$ cat src/rtl/bounded_updown_counter_pkg.sv
// ============================================================================
//  Module      : counter_pkg
//  Description : Shared types for the bounded up/down counter: end-of-range
//                mode encoding and the run/halt state encoding.
//  Revision    : 1.0 - initial release
// ============================================================================
`default_nettype none

package counter_pkg;

    // End-of-range behaviour selected by the MODE input
    typedef enum logic [1:0] {
        MODE_SAT     = 2'd0,
        MODE_WRAP    = 2'd1,
        MODE_BOUNCE  = 2'd2,
        MODE_ONESHOT = 2'd3
    } cnt_mode_e;

    // Counting state; HALT is only entered from ONESHOT
    typedef enum logic [0:0] {
        ST_RUN  = 1'b0,
        ST_HALT = 1'b1
    } fsm_e;

    localparam int DEFAULT_WIDTH = 8;

endpackage : counter_pkg

`default_nettype wire

$ cat src/rtl/bounded_updown_counter_if.sv
// ============================================================================
//  Module      : bounded_updown_counter_if
//  Description : Control/status bundle of the bounded up/down counter.
//                Signal suffixes are from the counter's point of view.
//  Revision    : 1.0 - initial release
// ============================================================================
`default_nettype none

interface bounded_updown_counter_if #(
    parameter int WIDTH = 8
);
    logic             load_i;
    logic [WIDTH-1:0] in_i;
    logic             up_i;
    logic             down_i;
    logic [1:0]       mode_i;
    logic [WIDTH-1:0] limit_lo_i;
    logic [WIDTH-1:0] limit_hi_i;
    logic [WIDTH-1:0] step_i;
    logic [WIDTH-1:0] counter_o;
    logic             high_o;
    logic             low_o;
    logic             dir_o;
    logic             tc_o;
    logic             done_o;
    logic             cfg_err_o;

    // Controller side: drives requests and configuration
    modport master (
        output load_i, in_i, up_i, down_i, mode_i, limit_lo_i, limit_hi_i, step_i,
        input  counter_o, high_o, low_o, dir_o, tc_o, done_o, cfg_err_o
    );

    // Counter side
    modport slave (
        input  load_i, in_i, up_i, down_i, mode_i, limit_lo_i, limit_hi_i, step_i,
        output counter_o, high_o, low_o, dir_o, tc_o, done_o, cfg_err_o
    );

endinterface : bounded_updown_counter_if

`default_nettype wire

$ cat src/rtl/bounded_updown_counter_bound_step_unit.sv
// ============================================================================
//  Module      : bound_step_unit
//  Description : Combinational step datapath. Computes Counter +/- STEP in
//                WIDTH+1 bits, detects overshoot/landing on the bound in the
//                travel direction and applies the end-of-range mode rule.
//  Revision    : 1.0 - initial release
// ============================================================================
`default_nettype none

module bound_step_unit
    import counter_pkg::*;
#(
    parameter int WIDTH = 8
) (
    input  wire logic [WIDTH-1:0] cnt_i,
    input  wire logic [WIDTH-1:0] step_i,
    input  wire logic [WIDTH-1:0] lo_i,
    input  wire logic [WIDTH-1:0] hi_i,
    input  wire logic             dir_up_i,
    input  wire cnt_mode_e        mode_i,
    output logic      [WIDTH-1:0] next_o,
    output logic                  reached_o,
    output logic                  hit_bound_o,
    output logic                  flip_dir_o
);

    logic [WIDTH:0]   w_sum;
    logic [WIDTH:0]   w_diff;
    logic [WIDTH-1:0] w_raw;
    logic [WIDTH-1:0] w_bound;
    logic [WIDTH-1:0] w_opp;
    logic             w_over;
    logic             w_land;
    logic             w_at_bound;

    // Raw arithmetic and bound detection in the travel direction
    always_comb begin
        w_sum   = {1'b0, cnt_i} + {1'b0, step_i};
        w_diff  = {1'b0, cnt_i} - {1'b0, step_i};
        w_bound = dir_up_i ? hi_i : lo_i;
        w_opp   = dir_up_i ? lo_i : hi_i;
        if (dir_up_i) begin
            w_raw  = w_sum[WIDTH-1:0];
            w_over = (w_sum > {1'b0, hi_i});
            w_land = (w_sum == {1'b0, hi_i});
        end else begin
            // The extra MSB is the borrow: going below zero is an overshoot
            w_raw  = w_diff[WIDTH-1:0];
            w_over = w_diff[WIDTH] || (w_diff < {1'b0, lo_i});
            w_land = (w_diff == {1'b0, lo_i});
        end
        w_at_bound = (cnt_i == w_bound);
    end

    // Mode-specific resolution of the reached-bound case
    always_comb begin
        next_o      = w_raw;
        reached_o   = w_over || w_land;
        hit_bound_o = 1'b0;
        flip_dir_o  = 1'b0;
        if (w_over || w_land) begin
            case (mode_i)
                MODE_WRAP: begin
                    next_o      = w_opp;
                    hit_bound_o = 1'b1;
                end
                MODE_BOUNCE: begin
                    next_o      = w_bound;
                    hit_bound_o = 1'b1;
                    flip_dir_o  = 1'b1;
                end
                default: begin
                    // Saturating behaviour: a step that starts on the bound is not a new arrival
                    next_o      = w_bound;
                    hit_bound_o = !w_at_bound;
                end
            endcase
        end
    end

endmodule : bound_step_unit

`default_nettype wire

$ cat src/rtl/bounded_updown_counter.sv
// ============================================================================
//  Module      : bounded_updown_counter
//  Description : Bounded up/down counter with run-time limits, programmable
//                step, saturate/wrap/bounce/one-shot end-of-range modes,
//                terminal-count pulse and sticky one-shot completion.
//  Revision    : 1.0 - initial release
// ============================================================================
`default_nettype none

module bounded_updown_counter
    import counter_pkg::*;
#(
    parameter int               WIDTH   = DEFAULT_WIDTH,
    parameter logic [WIDTH-1:0] RST_VAL = '0
) (
    input  wire logic clk_i,
    input  wire logic rst_i,
    bounded_updown_counter_if.slave bus
);

    logic [WIDTH-1:0] cnt_q, cnt_d;
    logic             dir_q, dir_d;
    logic             tc_q, tc_d;
    logic             done_q, done_d;
    fsm_e             state_q, state_d;

    cnt_mode_e        w_mode;
    logic             w_cfg_err;
    logic             w_step_en;
    logic             w_dir_up;
    logic [WIDTH-1:0] w_load_val;
    logic [WIDTH-1:0] w_next;
    logic             w_reached;
    logic             w_hit;
    logic             w_flip;

    // Request decode, direction selection and load clamping
    always_comb begin
        w_mode    = cnt_mode_e'(bus.mode_i);
        w_cfg_err = (bus.limit_lo_i > bus.limit_hi_i);
        w_step_en = (bus.up_i || bus.down_i) && (bus.step_i != '0)
                    && !w_cfg_err && (state_q == ST_RUN);
        // BOUNCE uses its own direction register; otherwise Down wins over Up
        w_dir_up  = (w_mode == MODE_BOUNCE) ? dir_q : !bus.down_i;
        if (w_cfg_err) begin
            w_load_val = bus.in_i;
        end else if (bus.in_i < bus.limit_lo_i) begin
            w_load_val = bus.limit_lo_i;
        end else if (bus.in_i > bus.limit_hi_i) begin
            w_load_val = bus.limit_hi_i;
        end else begin
            w_load_val = bus.in_i;
        end
    end

    bound_step_unit #(
        .WIDTH (WIDTH)
    ) u_step (
        .cnt_i       (cnt_q),
        .step_i      (bus.step_i),
        .lo_i        (bus.limit_lo_i),
        .hi_i        (bus.limit_hi_i),
        .dir_up_i    (w_dir_up),
        .mode_i      (w_mode),
        .next_o      (w_next),
        .reached_o   (w_reached),
        .hit_bound_o (w_hit),
        .flip_dir_o  (w_flip)
    );

    // Next-state logic: Load beats any step; TC defaults to a single-cycle pulse
    always_comb begin
        cnt_d   = cnt_q;
        dir_d   = dir_q;
        tc_d    = 1'b0;
        done_d  = done_q;
        state_d = state_q;
        if (bus.load_i) begin
            cnt_d   = w_load_val;
            dir_d   = 1'b1;
            done_d  = 1'b0;
            state_d = ST_RUN;
        end else if (w_step_en) begin
            cnt_d = w_next;
            tc_d  = w_hit;
            if (w_flip) begin
                dir_d = !dir_q;
            end
            if ((w_mode == MODE_ONESHOT) && w_reached) begin
                done_d  = 1'b1;
                state_d = ST_HALT;
            end
        end
    end

    // Run/halt state register
    always_ff @(posedge clk_i or posedge rst_i) begin
        if (rst_i) begin
            state_q <= ST_RUN;
        end else begin
            state_q <= state_d;
        end
    end

    // Counter, direction, terminal-count and completion registers
    always_ff @(posedge clk_i or posedge rst_i) begin
        if (rst_i) begin
            cnt_q  <= RST_VAL;
            dir_q  <= 1'b1;
            tc_q   <= 1'b0;
            done_q <= 1'b0;
        end else begin
            cnt_q  <= cnt_d;
            dir_q  <= dir_d;
            tc_q   <= tc_d;
            done_q <= done_d;
        end
    end

    // Status outputs; the limit flags and config error follow the limits combinationally
    always_comb begin
        bus.counter_o = cnt_q;
        bus.high_o    = (cnt_q >= bus.limit_hi_i);
        bus.low_o     = (cnt_q <= bus.limit_lo_i);
        bus.dir_o     = dir_q;
        bus.tc_o      = tc_q;
        bus.done_o    = done_q;
        bus.cfg_err_o = w_cfg_err;
    end

endmodule : bounded_updown_counter

`default_nettype wire
$ cat src/flat_wrapper.sv
// flat-port wrapper written by rule: the top's interface ports become plain ports
module bounded_updown_counter_flat import counter_pkg::*;
#(
    parameter int               WIDTH   = DEFAULT_WIDTH,
    parameter logic [WIDTH-1:0] RST_VAL = '0
)
  (clk_i, rst_i, bus_load_i, bus_in_i, bus_up_i, bus_down_i, bus_mode_i, bus_limit_lo_i, bus_limit_hi_i, bus_step_i, bus_counter_o, bus_high_o, bus_low_o, bus_dir_o, bus_tc_o, bus_done_o, bus_cfg_err_o);
  bounded_updown_counter_if #(.WIDTH(WIDTH)) bus_i ();
  input  wire logic clk_i;
  input  wire logic rst_i;
  input wire logic [$bits(bus_i.load_i)-1:0] bus_load_i;
  input wire logic [$bits(bus_i.in_i)-1:0] bus_in_i;
  input wire logic [$bits(bus_i.up_i)-1:0] bus_up_i;
  input wire logic [$bits(bus_i.down_i)-1:0] bus_down_i;
  input wire logic [$bits(bus_i.mode_i)-1:0] bus_mode_i;
  input wire logic [$bits(bus_i.limit_lo_i)-1:0] bus_limit_lo_i;
  input wire logic [$bits(bus_i.limit_hi_i)-1:0] bus_limit_hi_i;
  input wire logic [$bits(bus_i.step_i)-1:0] bus_step_i;
  output wire logic [$bits(bus_i.counter_o)-1:0] bus_counter_o;
  output wire logic [$bits(bus_i.high_o)-1:0] bus_high_o;
  output wire logic [$bits(bus_i.low_o)-1:0] bus_low_o;
  output wire logic [$bits(bus_i.dir_o)-1:0] bus_dir_o;
  output wire logic [$bits(bus_i.tc_o)-1:0] bus_tc_o;
  output wire logic [$bits(bus_i.done_o)-1:0] bus_done_o;
  output wire logic [$bits(bus_i.cfg_err_o)-1:0] bus_cfg_err_o;
  assign bus_i.load_i = bus_load_i;
  assign bus_i.in_i = bus_in_i;
  assign bus_i.up_i = bus_up_i;
  assign bus_i.down_i = bus_down_i;
  assign bus_i.mode_i = bus_mode_i;
  assign bus_i.limit_lo_i = bus_limit_lo_i;
  assign bus_i.limit_hi_i = bus_limit_hi_i;
  assign bus_i.step_i = bus_step_i;
  assign bus_counter_o = bus_i.counter_o;
  assign bus_high_o = bus_i.high_o;
  assign bus_low_o = bus_i.low_o;
  assign bus_dir_o = bus_i.dir_o;
  assign bus_tc_o = bus_i.tc_o;
  assign bus_done_o = bus_i.done_o;
  assign bus_cfg_err_o = bus_i.cfg_err_o;
  bounded_updown_counter #(.WIDTH(WIDTH), .RST_VAL(RST_VAL)) u_core (.clk_i(clk_i), .rst_i(rst_i), .bus(bus_i));
endmodule
$ cat config.mk
export PLATFORM = sky130hd
export DESIGN_NAME = bounded_updown_counter_flat
export DESIGN_NICKNAME = d
export VERILOG_FILES = /design/src/rtl/bounded_updown_counter_pkg.sv /design/src/rtl/bounded_updown_counter_if.sv /design/src/rtl/bounded_updown_counter_bound_step_unit.sv /design/src/rtl/bounded_updown_counter.sv /design/src/flat_wrapper.sv
export SDC_FILE = /design/constraint.sdc
export NUM_CORES = 1
export LEC_CHECK = 0
export ABC_AREA = 0
export BUFFER_PORTS_ARGS = -buffer_cell sky130_fd_sc_hd__buf_2
export CAP_MARGIN = 20
export CORE_MARGIN = 5
export CORE_UTILIZATION = 55
export DETAILED_ROUTE_END_ITERATION = 16
export MAX_ROUTING_LAYER = met4
export PLACE_DENSITY = 0.77
export SLEW_MARGIN = 20
export SYNTH_ARGS = -nofsm -noshare
export SYNTH_HDL_FRONTEND = slang
export SYNTH_HIERARCHICAL = 1
export SYNTH_SLANG_ARGS = --single-unit
$ cat constraint.sdc
create_clock -name clk_i -period 4.2 [get_ports clk_i]
set_input_delay 1.26 -clock clk_i [delete_from_list [all_inputs] [get_ports clk_i]]
set_output_delay 1.26 -clock clk_i [all_outputs]
set_load 0.02 [all_outputs]
==> out/metrics.cfg <==
[critical_path]
crit_arrival_ps = 4470
reg2reg_depth = 18
crit_fanout = 6
crit_path_frequent_cell = a21o_1
crit_type = input pin to flop
crit_start = bus_step_i[0]
endpoint_kind = flop
worstReg2RegEnd = u_core/bus.counter_o[5]
cp_slowest_cell = fa_2
crit_chain = buf_8, ha_4, inv_2, fa_2, a211oi_4, o21bai_2, a21oi_2, xnor2_1, ha_1, a21o_1, a21o_1, a2111oi_4, nor4b_2, a21o_2, buf_6, mux2i_1, mux2_4, o221a_1
r2r-start = u_core/bus.counter_o[0]
worst_setup_path_start_kind = input pin
path_buf_inv = 3
slowest_delay_ps = 370
required_ps = 4320
critPathTopFamily = compound AO/OA/AOI/OAI gates
r2r_slack_ps = 340

[place]
gp_congestion = 0.936
post-dp-hpwl_um = 7930
portBuffers = 52
placed_area_sq_um = 3850

[floorplanning]
die_y_um = 86.4
core_area_sq_um = 5570
placement_rows = 27
ios = 53
start_util_pct = 57.6
die_area_sq_um = 7460
die_w_um = 86.4

[pwr]
power_frac_clock_pct = 5.5
power.internal_mw = 1.05
sw_frac_of_total_pct = 47.7
p_sw_mw = 0.956
pwr-share-seq_pct = 9.7
p_per_area_nw_per_um2 = 496
vdd_drop_max_v = 0.000294
pwr-share-comb_pct = 84.8
power_leakage_nw = 2.14

[synthesis]
synth-main-ff-cell = dfrtp_1
synthArstFlopShare_pct = 100
syn_area_per_cell_sq_um = 8.12
synth-edff-count = 0
yosysSeqAreaShare_pct = 8.62
synth_fp_nets = 509
yosysUniqueCellTypes = 62
synth_area_leader_cell = ha_1
ys_warn_count = 6
yosysTopAreaCellShare_pct = 28.5
netlist_area_sq_um = 3210
synth.area.top_cells = ha_1, dfrtp_1, inv_1, mux2i_1, a21oi_1
postSynthCellCount = 395
ys_seq_elements = 11

[cts]
h-tree-depth = 1
path_clk_slew_ps = 50
cts_root_buf = clkbuf_8
ctsHoldBuffers = 0
clock_path_buffers = 2
insertion_delay_ps = 250
clock_sinks = 11
cts_tree = yes
cts_buffers = 3

[cells_and_area]
final_cell_mix = ha_1, inv_1, buf_2
layout-drive-gt1-share_pct = 30.0
final_core_util_pct = 72.4
mostFrequentLayoutCell = ha_1
area_growth_pct = 25.8
layout.nets = 605
final_cell_area_sq_um = 4040
antenna_cells = 0

[timing]
worst_slew_pin_slew_ps = 723
fin_skew_ps = 4.52
final-max-slew-violation-count = 0
rsz0062_at_grt = true
final.min_clock_period_ps = 4340
maxClockFrequency_mhz = 230
hold_violations = 0
setup_slack_ps = -141
final.period_utilization_pct = 103
slew_headroom_pct = 51.5
setup_viol = 7

[min_path]
whs_path_depth = 2
worstHoldPathType = flop to flop
worstHoldStart = u_core/bus.done_o
whs_endpoint = u_core/bus.done_o

[global_routing]
first_global_vias = 3272
grt_pass1_wl_um = 15400
grt_max_degree = 16
grt.total_usage_pct = 26.1
grt_remaining_overflow = 0
antenna_found_initial = 0

[status]
outcome = finished, violations left
violations = negative setup slack

[drt]
drcViolationCount = 0
drtIter0Drc = 265
drt_pass1_iterations = 6
viasPerCell = 6.02
vias = 3385
ant_nets = 0
wire_per_inst_um = 17.5
routed_wl_um = 9840

[job]
cap_viol_max_count = 0

==> worst register-to-register path, cell delays in order, from the launching register on <==
cell and delay (ps):
dfrtp_1 460, inv_1 130, ha_4 130, inv_2 30, fa_2 370, a211oi_4 240, o21bai_2 100, a21oi_2 180
xnor2_1 100, ha_1 320, a21o_1 160, a21o_1 180, a2111oi_4 200, nor4b_2 90, a21o_2 270, buf_6 150
mux2i_1 120, mux2_4 260, o221a_1 230
==> final cells by class <==
cell class	instances	area, sq um
Clock buffer	4	45.0
Fill cell	445	1540
Inverter	54	203
Multi-Input combinational cell	318	2760
Sequential cell	11	277
Tap cell	72	90.1
Timing Repair Buffer	103	661
==> what timing repair did <==
item | 4_1_cts | 5_1_grt
setup buffers | 3 | 3
hold endpoints to repair | 0 | 0
setup endpoints to repair | 9 | 10
gates resized for setup | 13 | 5
pin swaps | 7 | 4
==> per-stage QoR <==
stage	hold slack (ps)	instances	total power, mW	setup WS, ps	TNS (ps)
final	549	562	2.00	-141	-723
after CTS	547	559	1.92	-115	-520
after global routing	578	562	2.14	-324	-2040
after floorplan	584	395	1.21	-135	-776
after detailed placement	535	552	1.72	-505	-4160
after global placement	489	552	1.66	-395	-3060
==> power by group through the flow <==
stage / Clock [mW] / Combinational [mW] / Sequential, mW
after detailed placement: 0 / 1.52 / 0.194
after global placement: 0 / 1.47 / 0.193
after CTS: 0.108 / 1.62 / 0.193
after global routing: 0.113 / 1.83 / 0.198
after floorplan: 0 / 0.983 / 0.222
final: 0.110 / 1.70 / 0.194
==> cells by family after synthesis <==
group	share of synthesized area, %
adder cells (fa/ha/maj)	29.7
buffers and inverters	8.54
AND/OR/NAND/NOR	13.9
multiplexers	9.32
flip-flops	8.62
XOR/XNOR	5.46
AO/OA/AOI/OAI	24.5
==> metal layers <==
| layer | GRT usage (%) | share of wire (%) | wire length [um] | vias to the layer above |
|---|---|---|---|---|
| met3 | 5.51 | 8.5 | 832 | 31 |
| met5 | - | 0 | 0 | - |
| li1 | - | - | - | 1628 |
| met1 | 32.4 | 43 | 4190 | 1566 |
| met4 | 6.66 | 2.6 | 259 | 0 |
| met2 | 43.0 | 46 | 4560 | 160 |
==> state kept, by name, summed over array words and instances (netlist names) <==
register              flops
u_core/bus.tc_o           1
u_core/bus.dir_o          1
u_core/bus.counter_o      8
u_core/bus.done_o         1
==> Yosys cell counts, types with 2 or more instances <==
cell,number
a2111oi_2,2
a211oi_1,5
a21o_1,12
a21oi_1,28
a31oi_1,3
and3_1,2
buf_2,3
buf_6,3
clkbuf_1,5
dfrtp_1,10
fa_1,2
ha_1,73
inv_1,54
mux2_1,2
mux2_4,5
mux2i_1,19
nand2_1,19
nand2b_1,5
nand3_1,7
nand4_1,9
nor2_1,20
nor2b_1,7
nor3_1,2
o211ai_1,5
o21a_1,4
o21ai_0,18
o221a_1,7
o22ai_1,8
o31ai_1,2
or2_2,3
or3_1,2
xnor2_1,13
xor2_1,7
==> worst max path at each step <==
stage	endpoint	slack, ps	cells after the start
floorplan	u_core/bus.counter_o[1]	-140	17
global placement	u_core/bus.counter_o[1]	-390	18
detailed placement	u_core/bus.counter_o[3]	-500	18
CTS	u_core/bus.counter_o[7]	-110	17
global route	u_core/bus.counter_o[5]	-320	18
finish	u_core/bus.counter_o[5]	-140	18
No activity file was read; power rests on OpenSTA's default activity.
